## src/rtl/uart_pkg.sv

```systemverilog
// Shared UART definitions used by the receiver and the uart_tx transmitter.
// Holds default clock/baud constants, frame shape, the bit-timing helpers
// and the receiver state encoding.
package uart_pkg;

  localparam int unsigned FREQ_DEFAULT = 100_000_000;
  localparam int unsigned BAUD_DEFAULT = 9600;

  localparam int unsigned DATA_BITS = 8;
  localparam int unsigned STOP_BITS = 1;

  typedef enum logic [2:0] {
    ST_IDLE    = 3'd0,
    ST_START   = 3'd1,
    ST_DATA    = 3'd2,
    ST_STOP    = 3'd3,
    ST_RECOVER = 3'd4
  } uart_state_e;

  // clk cycles per serial bit
  function automatic int unsigned ticks_per_bit(input int unsigned freq,
                                                input int unsigned baud);
    return freq / baud;
  endfunction

  // clk cycles to the middle of a bit
  function automatic int unsigned half_bit(input int unsigned freq,
                                           input int unsigned baud);
    return ticks_per_bit(freq, baud) / 2;
  endfunction

endpackage

```

## src/rtl/uart_sync2.sv

```systemverilog
// Two-flop synchroniser for an asynchronous single-bit input.
// Ports:
//   clk_i  - destination clock
//   rst_ni - synchronous active-low reset, loads RESET_VAL into both flops
//   d_i    - asynchronous input
//   q_o    - synchronised output (second flop)
module uart_sync2 #(
  parameter logic RESET_VAL = 1'b1
) (
  input  logic clk_i,
  input  logic rst_ni,
  input  logic d_i,
  output logic q_o
);

  logic meta_q;
  logic sync_q;

  always_ff @(posedge clk_i) begin
    if (!rst_ni) begin
      meta_q <= RESET_VAL;
      sync_q <= RESET_VAL;
    end else begin
      meta_q <= d_i;
      sync_q <= meta_q;
    end
  end

  assign q_o = sync_q;

endmodule

```

## src/rtl/uart_rx.sv

```systemverilog
// 8N1 UART receiver. Synchronises rx, validates the start bit at mid-bit,
// samples each data bit at mid-bit, checks the stop bit.
// Ports:
//   clk       - system clock, rising edge
//   rst       - synchronous active-low reset
//   rx        - asynchronous serial line, idles high
//   data      - last correctly framed byte (LSB received first)
//   valid     - one-cycle strobe, data updated this cycle
//   frame_err - one-cycle strobe, stop bit sampled low
module uart_rx
  import uart_pkg::*;
#(
  parameter int unsigned BAUD = BAUD_DEFAULT,
  parameter int unsigned FREQ = FREQ_DEFAULT
) (
  input  logic       clk,
  input  logic       rst,
  input  logic       rx,
  output logic [7:0] data,
  output logic       valid,
  output logic       frame_err
);

  localparam int unsigned TICKS = ticks_per_bit(FREQ, BAUD);
  localparam int unsigned HALF  = half_bit(FREQ, BAUD);
  localparam int unsigned CNT_W = $clog2(DATA_BITS);

  localparam logic [31:0]      TICK_LAST = 32'(TICKS - 1);
  localparam logic [31:0]      HALF_LAST = 32'(HALF - 1);
  localparam logic [CNT_W-1:0] BIT_LAST  = CNT_W'(DATA_BITS - 1);

  if (TICKS < 4) begin : g_bad_ticks
    $error("uart_rx: FREQ/BAUD must be at least 4");
  end

  uart_state_e state_q, state_d;
  logic [31:0]      timer_q, timer_d;
  logic [CNT_W-1:0] bit_cnt_q, bit_cnt_d;
  logic [7:0]       shift_q, shift_d;
  logic [7:0]       data_q, data_d;
  logic             valid_q, valid_d;
  logic             ferr_q, ferr_d;
  logic             rxs;
  logic             bit_tick;
  logic             stop_tick;

  uart_sync2 #(.RESET_VAL(1'b1)) u_sync (
    .clk_i  (clk),
    .rst_ni (rst),
    .d_i    (rx),
    .q_o    (rxs)
  );

  // State register
  always_ff @(posedge clk) begin
    if (!rst) begin
      state_q   <= ST_IDLE;
      timer_q   <= '0;
      bit_cnt_q <= '0;
      shift_q   <= '0;
      data_q    <= '0;
      valid_q   <= 1'b0;
      ferr_q    <= 1'b0;
    end else begin
      state_q   <= state_d;
      timer_q   <= timer_d;
      bit_cnt_q <= bit_cnt_d;
      shift_q   <= shift_d;
      data_q    <= data_d;
      valid_q   <= valid_d;
      ferr_q    <= ferr_d;
    end
  end

  // Next-state logic
  always_comb begin
    state_d = state_q;
    case (state_q)
      ST_IDLE:    if (!rxs) state_d = ST_START;
      ST_START:   if (timer_q == HALF_LAST) state_d = rxs ? ST_IDLE : ST_DATA;
      ST_DATA:    if (timer_q == TICK_LAST && bit_cnt_q == BIT_LAST) state_d = ST_STOP;
      ST_STOP:    if (timer_q == TICK_LAST) state_d = rxs ? ST_IDLE : ST_RECOVER;
      ST_RECOVER: if (rxs) state_d = ST_IDLE;
      default:    state_d = ST_IDLE;
    endcase
  end

  // Datapath and strobes
  always_comb begin
    bit_tick  = (state_q == ST_DATA) && (timer_q == TICK_LAST);
    stop_tick = (state_q == ST_STOP) && (timer_q == TICK_LAST);

    // timer restarts on any state change and on every data-bit sample
    timer_d   = (state_d != state_q || bit_tick) ? '0 : timer_q + 32'd1;

    bit_cnt_d = bit_cnt_q;
    if (state_q == ST_START)
      bit_cnt_d = '0;
    else if (bit_tick)
      bit_cnt_d = bit_cnt_q + 1'b1;

    shift_d   = bit_tick ? {rxs, shift_q[7:1]} : shift_q;
    valid_d   = stop_tick && rxs;
    ferr_d    = stop_tick && !rxs;
    data_d    = valid_d ? shift_q : data_q;
  end

  assign data      = data_q;
  assign valid     = valid_q;
  assign frame_err = ferr_q;

endmodule

```

## config.mk

```make
export PLATFORM = sky130hd
export DESIGN_NAME = uart_rx
export DESIGN_NICKNAME = d
export VERILOG_FILES = /design/src/rtl/uart_pkg.sv /design/src/rtl/uart_sync2.sv /design/src/rtl/uart_rx.sv
export SDC_FILE = /design/constraint.sdc
export NUM_CORES = 1
export LEC_CHECK = 0
export BUFFER_PORTS_ARGS = -buffer_cell sky130_fd_sc_hd__buf_2
export CAP_MARGIN = 20
export CORE_MARGIN = 3
export CORE_UTILIZATION = 50
export CTS_BUF_LIST = sky130_fd_sc_hd__clkbuf_4
export CTS_CLUSTER_DIAMETER = 30
export CTS_CLUSTER_SIZE = 8
export DETAILED_ROUTE_END_ITERATION = 16
export GPL_ROUTABILITY_DRIVEN = 0
export HOLD_SLACK_MARGIN = 0.03
export PLACE_DENSITY = 0.81
export REMOVE_ABC_BUFFERS = 1
export SLEW_MARGIN = 20
export SYNTH_ARGS = -nofsm -noshare
export SYNTH_HDL_FRONTEND = slang
export SYNTH_SLANG_ARGS = --single-unit
```

## constraint.sdc

```tcl
create_clock -name clk -period 2.4 [get_ports clk]
set_clock_uncertainty 0.1 [all_clocks]
set_input_delay 0.6 -clock clk [delete_from_list [all_inputs] [get_ports clk]]
set_output_delay 0.6 -clock clk [all_outputs]
set_load 0.01 [all_outputs]
```

# After elaboration in Yosys (flattened, before gate mapping)
# Cells that the tools add are included.
[totals]
register_bits = 58
word_cells = 38
out_inout_bits = 10
[op_classes]
n_eq_ne = 8
add_sub_neg = 2
reduce_logical = 10
n_mux = 8
bitwise_logic = 1
[ops]
columns = ["cell", "n"]
rows = [
  ["32-bit by 1-bit adder with 32-bit output (second input constant)", 1],
  ["32-bit by 13-bit equality test with 1-bit output (second input constant)", 1],
  ["32-bit by 14-bit equality test with 1-bit output (second input constant)", 1],
  ["3-bit 2-to-1 mux", 6],
  ["3-bit one-hot mux with 5 select lines", 1],
  ["3-bit by 2-bit equality test with 1-bit output (second input constant)", 2],
  ["3-bit equality test (second input constant)", 2],
  ["1-bit logical AND", 5],
  ["2-bit OR reduction", 2],
  ["3-bit by 1-bit adder with 3-bit output (second input constant)", 1],
  ["3-bit by 1-bit equality test with 1-bit output (second input constant)", 1],
  ["3-bit zero test", 1],
  ["3-bit != test", 1],
  ["2-bit 2-to-1 mux", 1],
  ["1-bit zero test", 1],
  ["1-bit logical OR", 1],
  ["1-bit NOT", 1],
]

# Logic depth before layout (Yosys ltp)
# Gate-level depths: netlist of run 1.
[logic_depth]
word_depth = 7
depth_mapped = 7
ltp_nobuf = 6

# By module
# A second synthesis of run 1 with hierarchy kept.
[unflattened]
cells_unflattened = 288
hier_area_um2 = 2568.7
[by_module_without_submodules]
columns = ["mod", "cells_each", "area_per_inst_um2", "n_inst", "seq_area_each_um2"]
rows = [
  ["uart_rx", 284, 2516.2, 1, 1121.1],
  ["uart_sync2", 4, 52.6, 1, 40.0],
]

# Least setup slack after synthesis of run 1
# Ideal clock, no wire load.
[synth_timing]
path_kind = "register to register"
from = "register timer_q[10]"
to = "register timer_q[10]"
setup_time_ps = 121
synth_period_minus_slack_ps = 2523
arrival_time_ps = 2302
path_stages_with_launch = 7
n_path_buf = 1
path_slack_ps = -123
cell_sequence = "dfxtp_1 or4b_1 or4_4 or4_4 a22oi_4 buf_6 nor3_1"
[synth_between]
elab_chain_len = 7
[synth_lines]
columns = ["element", "line_no", "source"]
rows = [
  ["start: declaration", "uart_rx.sv:37", "logic [31:0] timer_q, timer_d;"],
  ["start signal: assignment", "uart_rx.sv:66", "timer_q <= timer_d;"],
  ["32-bit by 14-bit equality test with 1-bit output", "uart_rx.sv:81, uart_rx.sv:82, uart_rx.sv:90", ""],
  ["1-bit logical AND", "uart_rx.sv:81", "ST_DATA: if (timer_q == TICK_LAST && bit_cnt_q == BIT_LAST) state_d = ST_STOP;"],
  ["3-bit 2-to-1 mux", "uart_rx.sv:81", ""],
  ["3-bit one-hot mux with 5 select lines", "uart_rx.sv:78", "case (state_q)"],
  ["3-bit != test", "uart_rx.sv:94", "timer_d = (state_d != state_q || bit_tick) ? '0 : timer_q + 32'd1;"],
  ["1-bit logical OR", "uart_rx.sv:94", ""],
  ["2-bit OR reduction (no source line)", "n/a", ""],
]
# Parallel ways exist; a longest one is shown, timed or not.
# A chain may end at the register's enable or synchronous reset.

# Final worst setup path of run 1
[layout_timing]
from = "register timer_q[6]"
to = "register timer_q[9]"
# Same word-level chain as after synthesis.

==> metrics.cfg, run 1 <==
[status]
status = finished, violations left
violations = setup timing

[routing]
wl_per_cell_um = 14.3
drc = 0
drt-initial-drc-count = 115
antenna_left = 0
viasPerCell = 5.57
dr_total_vias = 2277
first_pass_iters = 4
wl_um = 5840

[logic_synthesis]
yosys.area.top_type_share_pct = 43.6
synthFlopType = dfxtp_1
synthCells = 294
synth_edf_count = 0
async_flop_share_pct = 0
synth_area_leaders = dfxtp_1 44%, xor2_1 7.2%, nor3_1 7.1%
yosysWarningCount = 0
yosysUniqueCellTypes = 40
syn-cell-area_sq_um = 2660
synth-seq-cells = 58
ys_seq_area_share_pct = 43.6
syn_area_per_cell_sq_um = 9.06
synth_top_area_cell = dfxtp_1

[grt]
grt.total_usage_pct = 21.1
grt_overflow = 0
grt_pass1_vias = 2282
antenna_found_initial = 0
grt_pass1_wl_um = 10300
grt_max_degree = 33

[cts]
cts-buffers-inserted = 9
cts_max_path_buffers = 2
cts_sinks = 58
cts_tree = yes
root_buffer = clkbuf_4
clkLatencyLatePin_ns = 0.42
path_clk_slew_ns = 0.10
cts_max_level = 3

[power]
power.leakage_nw = 1.22
p_int_w = 0.00122
comb_power_share_pct = 5.4
power_frac_clock_pct = 35.5
total_power_w = 0.00165
p_sw_w = 0.000426
switching_share_pct = 25.9
ir_drop_uv = 306
power_density_nw_per_um2 = 519
p_seq_share_pct = 59.1

[worst_hold_path]
whs_path_depth = 2
worst_hold_path_type = in2reg
holdCritStartpoint = rx
hold_end = u_sync.meta_q$_SDFF_PN1_

[final_layout]
final_layout_size_suffix_gt1_share_pct = 21.1
final_nets = 343
design_area_sq_um = 3180
syn2layout_area_growth_pct = 19.4
fill_cells = 420
insertedDiodeCount = 0

[die]
dieWidth_um = 79.0
ios = 13
die_area_sq_um = 6240
fp-row-count = 25
fp.dieH_um = 79.0
core_sq_um = 4940
initial_core_util_pct = 53.9

[worst_setup_path]
path_common_cell = or4_4
worstPathBufferInverterCount = 2
arrival_ns = 2.69
r2r-start = timer_q[6]$_SDFF_PP0_
crit_family = simple AND/OR/NAND/NOR gates
crit_cells = 7
ff2ff_setup_slack_ns = -0.08
timing.rr.end = timer_q[9]$_SDFF_PP0_
path_cells = or4b_4 > or4_4 > or4_4 > a22oi_4 > buf_6 > buf_16 > nor3_1
crit_type = reg2reg
r2r.worst_path.cells = 7
cp.required_ns = 2.61
critPathMaxStageDelay_ns = 0.52
slowest_stage = or4b_4
critPathLaunchType = register
crit_path_end_kind = register
cp_max_fo = 12

[sta]
rsz0062_at_grt = true
finalSetupViolCount = 33
fin_crit_ns = 2.48
setup_ws_ns = -0.0821
fmax_mhz = 403
relSlewSlack_pct = 56.3
tightest_slew_ns = 0.650
finalMaxSlewViolations = 0
final_hold_viol_count = 0
fin_crit_sh_pct = 103

[run]
cap_violations = 0

[placement]
dp_worst_setup_slack_ns = -0.166
placed_cell_area_sq_um = 2960
port_buffers = 12
dp_hpwl_um = 3940

==> cell usage after synthesis (5+ instances only) <==
library cell and count:
and3_1 6, nor3_1 38, nand4_1 13, dfxtp_1 58, inv_1 5, mux2i_1 18, nand3_1 14, xnor2_1 9
nor2_1 20, nor4_1 11, xor2_1 22, nand2_1 33, clkbuf_1 6
==> state kept, by name (all words and copies together) (netlist names) <==
| register | count |
|---|---|
| bit_cnt_q | 3 |
| data | 8 |
| frame_err | 1 |
| shift_q | 8 |
| state_q | 3 |
| timer_q | 32 |
| u_sync.meta_q | 1 |
| u_sync.q_o | 1 |
| valid | 1 |
==> cells by family (layout without fill, tap and decap cells) <==
group	Yosys count	count (layout)	synth area share, %
fa+ha+maj	3	3	1.41
flops	58	58	43.6
compound gates	13	13	4.04
simple gates	153	153	30.3
mux	18	18	6.77
xor+xnor	31	31	10.2
buf+inv	18	66	3.67
==> routing by layer <==
| layer | vias up | GRT usage, % | share of wire, % |
|---|---|---|---|
| met4 | 0 | 10.1 | 2.6 |
| met5 | - | 0 | 0 |
| li1 | 1143 | - | - |
| met3 | 17 | 7.71 | 4.1 |
| met2 | 42 | 33.2 | 47 |
| met1 | 1075 | 25.4 | 46 |
==> stage by stage <==
step           hold slack, ns  TNS (ns)  std cells  utilization, %
5_1_grt                 0.244     -3.75        409            64.3
2_1_floorplan           0.286    -19.28        281               -
6_report                0.273     -1.74        409            64.3
4_1_cts                 0.246     -1.90        410            64.2
3_3_place_gp            0.300     -4.19        388            59.9
3_5_place_dp            0.301     -6.23        388            59.9
==> repair_timing <==
action / CTS / global route
hold buffers: 0 / 0
resized for setup: 11 / 6
setup endpoints to repair: 52 / 52
gates cloned: 2 / 0
hold endpoints to repair: 0 / 0
setup buffers: 4 / 0
pin swaps: 4 / 1
==> how the worst max path moves through the flow <==
stage	startpoint	endpoint	slack, ns
floorplan	timer_q[10]$_SDFF_PP0_	state_q[0]$_SDFF_PN0_	-0.55
global placement	timer_q[12]$_SDFF_PP0_	timer_q[4]$_SDFF_PP0_	-0.12
detailed placement	timer_q[12]$_SDFF_PP0_	timer_q[10]$_SDFF_PP0_	-0.17
CTS	timer_q[6]$_SDFF_PP0_	timer_q[28]$_SDFF_PP0_	-0.06
global route	timer_q[6]$_SDFF_PP0_	timer_q[16]$_SDFF_PP0_	-0.13
finish	timer_q[6]$_SDFF_PP0_	timer_q[9]$_SDFF_PP0_	-0.08
==> layout make-up <==
cell class | instances | area (sq um) | share of cell area [%]
clock inverters | 6 | 33.8 | 1.06
flip-flops and latches | 58 | 1160 | 36.6
clock buffers | 10 | 75.1 | 2.36
inverters | 5 | 18.8 | 0.591
multi-input cells | 218 | 1440 | 45.4
well taps | 67 | 83.8 | 2.64
repair buffers | 45 | 363 | 11.4
==> cell usage in the layout, fill, tap and decap left out, drive strengths merged, types with 12 or more instances in the layout <==
master	Yosys	final
dfxtp	58	58
buf	7	45
nor3	38	38
nand2	33	33
xor2	22	22
nor2	20	20
mux2i	18	18
nand3	15	15
nand4	13	13
nor4	12	12
==> power groups by stage <==
stage	logic, W	registers, W	clock network, W
2_1_floorplan	0.0000347	0.000997	0
3_3_place_gp	0.0000704	0.000997	0
3_5_place_dp	0.0000721	0.000997	0
4_1_cts	0.0000924	0.000975	0.000602
5_1_grt	0.0000959	0.000976	0.000648
6_report	0.0000891	0.000975	0.000585
Power figures use the tool's default switching activity.
==> inputs of run 2 (changes only) <==
--- a/config.mk
+++ b/config.mk
@@ -8,14 +8,14 @@
 export BUFFER_PORTS_ARGS = -buffer_cell sky130_fd_sc_hd__buf_2
 export CAP_MARGIN = 20
 export CORE_MARGIN = 3
-export CORE_UTILIZATION = 50
+export CORE_UTILIZATION = 55
 export CTS_BUF_LIST = sky130_fd_sc_hd__clkbuf_4
 export CTS_CLUSTER_DIAMETER = 30
 export CTS_CLUSTER_SIZE = 8
 export DETAILED_ROUTE_END_ITERATION = 16
 export GPL_ROUTABILITY_DRIVEN = 0
 export HOLD_SLACK_MARGIN = 0.03
-export PLACE_DENSITY = 0.81
+export PLACE_DENSITY = 0.76
 export REMOVE_ABC_BUFFERS = 1
 export SLEW_MARGIN = 20
 export SYNTH_ARGS = -nofsm -noshare
==> metrics.cfg, run 2 (synthesized netlist as in run 1, its figures left out) <==
[status]
status = finished, violations left  ; unchanged
violations = setup timing  ; unchanged

[final_layout]
final_nets = 344  ; was 343
final_cell_mix = 57 x dfxtp_1, 38 x nor3_1, 33 x nand2_1  ; unchanged
insertedDiodeCount = 0  ; unchanged
fill_cells = 336  ; was 420
syn2layout_area_growth_pct = 20.2  ; was 19.4%
design_area_sq_um = 3200  ; was 3180 sq um
largest_reg_flops = 32  ; unchanged
regMostFlops = timer_q  ; unchanged
final_layout_size_suffix_gt1_share_pct = 21.0  ; was 21.1%
layout_commonest_cell = dfxtp_1  ; unchanged
final_core_util_pct = 71.1  ; was 64.3%

[cts]
cts-buffers-inserted = 9  ; unchanged
cts_sinks = 58  ; unchanged
cts_max_level = 3  ; unchanged
cts_hold_buf = 0  ; unchanged
cts_tree = yes  ; unchanged
root_buffer = clkbuf_4  ; unchanged
clkLatencyLatePin_ns = 0.42  ; about the same
path_clk_slew_ns = 0.08  ; was 0.10 ns
cts_max_path_buffers = 2  ; unchanged

[sta]
rsz0062_at_grt = true  ; unchanged
relSlewSlack_pct = 57.4  ; was 56.3%
fin_crit_sh_pct = 102  ; was 103%
fin_crit_ns = 2.44  ; was 2.48 ns
whs_ns = 0.277  ; was 0.273 ns
finalSetupViolCount = 30  ; was 33
fmax_mhz = 410  ; was 403 MHz
tightest_slew_ns = 0.634  ; was 0.650 ns
final_hold_viol_count = 0  ; unchanged
setup_ws_ns = -0.0398  ; was -0.0821 ns
finalMaxSlewViolations = 0  ; unchanged

[placement]
port_buffers = 12  ; unchanged
placed_cell_area_sq_um = 2940  ; was 2960 sq um
dp_hpwl_um = 3790  ; was 3940 um

[die]
core_sq_um = 4500  ; was 4940 sq um
die_area_sq_um = 5710  ; was 6240 sq um
fp-row-count = 24  ; was 25
initial_core_util_pct = 59.1  ; was 53.9%
ios = 13  ; unchanged
fp.dieH_um = 75.6  ; was 79.0 um
dieWidth_um = 75.6  ; was 79.0 um

[routing]
viasPerCell = 5.94  ; was 5.57
antenna_left = 0  ; unchanged
dr_total_vias = 2348  ; was 2277
dr_wl_met3_um = 390  ; was 238 um
top_layer_used = met4  ; unchanged
wl_met2_um = 2640  ; was 2740 um
drt-met1-wl_um = 2650  ; was 2710 um
drt-initial-drc-count = 155  ; was 115
first_pass_iters = 5  ; was 4
wl_um = 5790  ; was 5840 um
drc = 0  ; unchanged
wl_per_cell_um = 14.7  ; was 14.3 um

[worst_setup_path]
arrival_ns = 2.64  ; was 2.69 ns
crit_type = reg2reg  ; unchanged
critPathMaxStageDelay_ns = 0.52  ; about the same
path_cells = or4b_4 > or4_4 > o41ai_1 > a221o_2 > buf_12 > nor3_1  ; was or4b_4 > or4_4 > or4_4 > a22oi_4 > buf_6 > buf_16 > nor3_1
slowest_stage = or4b_4  ; unchanged
crit_path_end_kind = register  ; unchanged
cp.required_ns = 2.60  ; was 2.61 ns
cp_max_fo = 16  ; was 12
critPathLaunchType = register  ; unchanged

[grt]
grt_pass1_vias = 2118  ; was 2282
grt_overflow = 0  ; unchanged
grt_pass1_wl_um = 9400  ; was 10300 um
grt_max_degree = 33  ; unchanged
antenna_found_initial = 0  ; unchanged
grt.total_usage_pct = 21.6  ; was 21.1%

[run]
cap_violations = 0  ; unchanged

[power]
ir_drop_uv = 335  ; was 306 uV
power.leakage_nw = 1.23  ; was 1.22 nW
power_density_nw_per_um2 = 551  ; was 519 nW/um^2

[worst_hold_path]
worst_hold_path_type = in2reg  ; unchanged

==> run 2: repair_timing <==
| action | CTS | global route |
|---|---|---|
| endpoints found under the hold margin | 0 | 0 |
| resized for setup | 8 | 5 |
| endpoints found under the setup margin | 51 | 50 |
| pin swaps | 5 | 1 |
| cloned | 1 | 2 |
| buffers inserted | 5 | 1 |
==> run 2: where the power goes <==
part           leakage, nW  internal, W  switching [W]
registers            0.469     0.000969     0.00000728
clock network       0.0729     0.000337       0.000361
logic                0.687    0.0000379      0.0000511
total                 1.23      0.00134       0.000419
==> run 2: critical path: cells and delay by family, from the launching register on <==
kind	cells	cell delay (ns)
DFF	1	0.33
buffers and inverters	1	0.17
and+or+nand+nor	3	1.03
AOI/OAI and AO/OA	2	0.70
==> run 2: layout make-up <==
type	count	area (sq um)	area share (%)
clock buffers	11	82.6	2.58
clock inverters	5	55.1	1.72
inverters	5	18.8	0.586
multi-input cells	218	1440	45.0
flip-flops and latches	58	1160	36.3
well taps	52	65.1	2.03
repair buffers	46	377	11.8
==> run 2: path summary, 6_finish.rpt <==
| kind | from | endpoint | slack [ns] | depth (start not counted) |
|---|---|---|---|---|
| hold reg to reg | u_sync.meta_q$_SDFF_PN1_ | u_sync.q_o$_SDFF_PN1_ | 0.32 | 1 |
| setup reg to reg | timer_q[6]$_SDFF_PP0_ | timer_q[6]$_SDFF_PP0_ | -0.04 | 6 |
| setup / recovery | timer_q[6]$_SDFF_PP0_ | timer_q[6]$_SDFF_PP0_ | -0.04 | 6 |
| hold / removal | rx | u_sync.meta_q$_SDFF_PN1_ | 0.28 | 2 |
==> run 2: stage by stage <==
stage | setup WS, ns | TNS [ns] | instances | power, W
3_5_place_dp | -0.134 | -5.49 | 372 | 0.00107
3_3_place_gp | -0.100 | -4.01 | 372 | 0.00107
4_1_cts | -0.0347 | -0.813 | 394 | 0.00178
6_report | -0.0398 | -0.756 | 395 | 0.00176
5_1_grt | -0.107 | -3.49 | 395 | 0.00182
2_1_floorplan | -0.554 | -19.28 | 281 | 0.00103
==> run 2: routing by layer <==
metal / vias up / track usage, %
met5: - / 0
met4: 0 / 6.99
met3: 16 / 8.05
met2: 91 / 32.8
met1: 1091 / 28.5
li1: 1150 / -
==> inputs of run 3 (changes only) <==
--- a/config.mk
+++ b/config.mk
@@ -15,7 +15,7 @@
 export DETAILED_ROUTE_END_ITERATION = 16
 export GPL_ROUTABILITY_DRIVEN = 0
 export HOLD_SLACK_MARGIN = 0.03
-export PLACE_DENSITY = 0.76
+export PLACE_DENSITY = 0.73
 export REMOVE_ABC_BUFFERS = 1
 export SLEW_MARGIN = 20
 export SYNTH_ARGS = -nofsm -noshare
==> metrics.cfg, run 3 (synthesized netlist as in run 1, its figures left out) <==
[worst_setup_path]
ff2ff_setup_slack_ns = -0.09  ; was -0.04 ns
arrival_ns = 2.69  ; was 2.64 ns
cp_max_fo = 8  ; was 16
crit_path_end_kind = register  ; unchanged
r2r.worst_path.cells = 7  ; was 6
path_cells = or4b_4 > or4_4 > or4_4 > a22oi_4 > buf_12 > buf_12 > nor3_1  ; was or4b_4 > or4_4 > o41ai_1 > a221o_2 > buf_12 > nor3_1
r2r-start = timer_q[10]$_SDFF_PP0_  ; was timer_q[6]$_SDFF_PP0_
cp.required_ns = 2.59  ; was 2.60 ns
critPathMaxStageDelay_ns = 0.53  ; was 0.52 ns
crit_type = reg2reg  ; unchanged
critPathLaunchType = register  ; unchanged
timing.rr.end = timer_q[9]$_SDFF_PP0_  ; was timer_q[6]$_SDFF_PP0_
slowest_stage = or4b_4  ; unchanged

[sta]
fin_crit_sh_pct = 104  ; was 102%
setup_ws_ns = -0.0924  ; was -0.0398 ns
fin_crit_ns = 2.49  ; was 2.44 ns
finalSetupViolCount = 28  ; was 30
fmax_mhz = 401  ; was 410 MHz
finalMaxSlewViolations = 0  ; unchanged
rsz0062_at_grt = true  ; unchanged
final_hold_viol_count = 0  ; unchanged
tightest_slew_ns = 0.612  ; was 0.634 ns
relSlewSlack_pct = 58.9  ; was 57.4%

[power]
power.leakage_nw = 1.23  ; about the same
ir_drop_uv = 328  ; was 335 uV
power_density_nw_per_um2 = 538  ; was 551 nW/um^2

[status]
violations = setup timing  ; unchanged
status = finished, violations left  ; unchanged

[grt]
grt_overflow = 0  ; unchanged
grt.total_usage_pct = 25.1  ; was 21.6%
grt_max_degree = 33  ; unchanged
grt_pass1_wl_um = 10600  ; was 9400 um
grt_pass1_vias = 2248  ; was 2118
antenna_found_initial = 0  ; unchanged

[final_layout]
insertedDiodeCount = 0  ; unchanged
final_cell_mix = 56 x dfxtp_1, 37 x nor3_1, 33 x nand2_1  ; was 57 x dfxtp_1, 38 x nor3_1, 33 x nand2_1
final_nets = 342  ; was 344
layout_commonest_cell = dfxtp_1  ; unchanged
final_core_util_pct = 71.0  ; was 71.1%
instances_no_fill = 391  ; was 395
largest_reg_flops = 32  ; unchanged
syn2layout_area_growth_pct = 20.2  ; about the same
fill_cells = 363  ; was 336
design_area_sq_um = 3200  ; about the same
regMostFlops = timer_q  ; unchanged
final_layout_size_suffix_gt1_share_pct = 20.6  ; was 21.0%

[routing]
wl_um = 6150  ; was 5790 um
dr_wl_met3_um = 421  ; was 390 um
drt-met1-wl_um = 2710  ; was 2650 um
dr_total_vias = 2327  ; was 2348
top_layer_used = met4  ; unchanged
drc = 0  ; unchanged
wl_met2_um = 2870  ; was 2640 um
antenna_left = 0  ; unchanged
wl_per_cell_um = 15.7  ; was 14.7 um
drt-initial-drc-count = 154  ; was 155
viasPerCell = 5.95  ; was 5.94
first_pass_iters = 4  ; was 5

[cts]
path_clk_slew_ns = 0.09  ; was 0.08 ns
cts_max_level = 3  ; unchanged
cts_tree = yes  ; unchanged
clkLatencyLatePin_ns = 0.41  ; was 0.42 ns
cts_max_path_buffers = 2  ; unchanged
cts-buffers-inserted = 9  ; unchanged
cts_hold_buf = 0  ; unchanged
cts_sinks = 58  ; unchanged
root_buffer = clkbuf_4  ; unchanged

[die]
fp-row-count = 24  ; unchanged
initial_core_util_pct = 59.1  ; unchanged
core_sq_um = 4500  ; unchanged
ios = 13  ; unchanged
die_area_sq_um = 5710  ; unchanged
fp.dieH_um = 75.6  ; unchanged
dieWidth_um = 75.6  ; unchanged

[placement]
dp_hpwl_um = 3900  ; was 3790 um
port_buffers = 12  ; unchanged
dp_cells = 373  ; was 372
placed_cell_area_sq_um = 2940  ; about the same

[run]
cap_violations = 0  ; unchanged

[worst_hold_path]
hold_end = u_sync.meta_q$_SDFF_PN1_  ; unchanged
holdCritStartpoint = rx  ; unchanged
whs_path_depth = 2  ; unchanged
worst_hold_path_type = in2reg  ; unchanged

[run 3: power breakdown]
group / internal, W / switching [W]
clock network: 0.000313 / 0.000332
logic: 0.0000464 / 0.0000544
registers: 0.000969 / 0.00000781
total: 0.00133 / 0.000394
[run 3: worst max path at each step]
| stage | startpoint | end | slack [ns] | cells after the start |
|---|---|---|---|---|
| floorplan | timer_q[10]$_SDFF_PP0_ | state_q[0]$_SDFF_PN0_ | -0.55 | 5 |
| global placement | timer_q[12]$_SDFF_PP0_ | timer_q[14]$_SDFF_PP0_ | -0.12 | 6 |
| detailed placement | timer_q[12]$_SDFF_PP0_ | timer_q[9]$_SDFF_PP0_ | -0.16 | 6 |
| CTS | timer_q[10]$_SDFF_PP0_ | timer_q[25]$_SDFF_PP0_ | -0.07 | 7 |
| global route | timer_q[10]$_SDFF_PP0_ | timer_q[23]$_SDFF_PP0_ | -0.15 | 7 |
| finish | timer_q[10]$_SDFF_PP0_ | timer_q[9]$_SDFF_PP0_ | -0.09 | 7 |
[run 3: worst max-delay path, delay by kind of cell, from the launching register on]
| kind | cells | cell delay, ns |
|---|---|---|
| AOI/OAI and AO/OA | 1 | 0.18 |
| buffers and inverters | 2 | 0.28 |
| DFF | 1 | 0.32 |
| and+or+nand+nor | 4 | 1.50 |
[run 3: through the flow]
step / setup WS, ns / setup TNS, ns / total power [W] / hold WS, ns
after floorplan: -0.554 / -19.28 / 0.00103 / 0.286
after global placement: -0.116 / -4.60 / 0.00106 / 0.300
after detailed placement: -0.165 / -6.74 / 0.00106 / 0.296
after CTS: -0.0702 / -1.77 / 0.00175 / 0.250
after global routing: -0.153 / -5.47 / 0.00180 / 0.257
final: -0.0924 / -2.04 / 0.00172 / 0.273
[run 3: metal layers]
metal | GRT usage, % | vias to the layer above
met4 | 13.6 | 0
met5 | 0 | -
met2 | 37.7 | 78
li1 | - | 1142
met1 | 31.2 | 1089
met3 | 9.37 | 18
[run 3: repair_timing]
| action | 4_1_cts | 5_1_grt |
|---|---|---|
| setup buffers | 2 | 0 |
| resized for setup | 9 | 5 |
| gates cloned | 3 | 0 |
| pin swaps | 4 | 1 |
| setup endpoints to repair | 52 | 52 |
[run 3: cell type report]
class | count | area, sq um | area share (%)
clock inverter | 4 | 45.0 | 1.41
inverter | 5 | 18.8 | 0.587
timing repair buffer | 44 | 389 | 12.2
multi-input combinational | 218 | 1440 | 45.1
sequential | 58 | 1160 | 36.4
clock buffer | 10 | 75.1 | 2.35
tap | 52 | 65.1 | 2.03
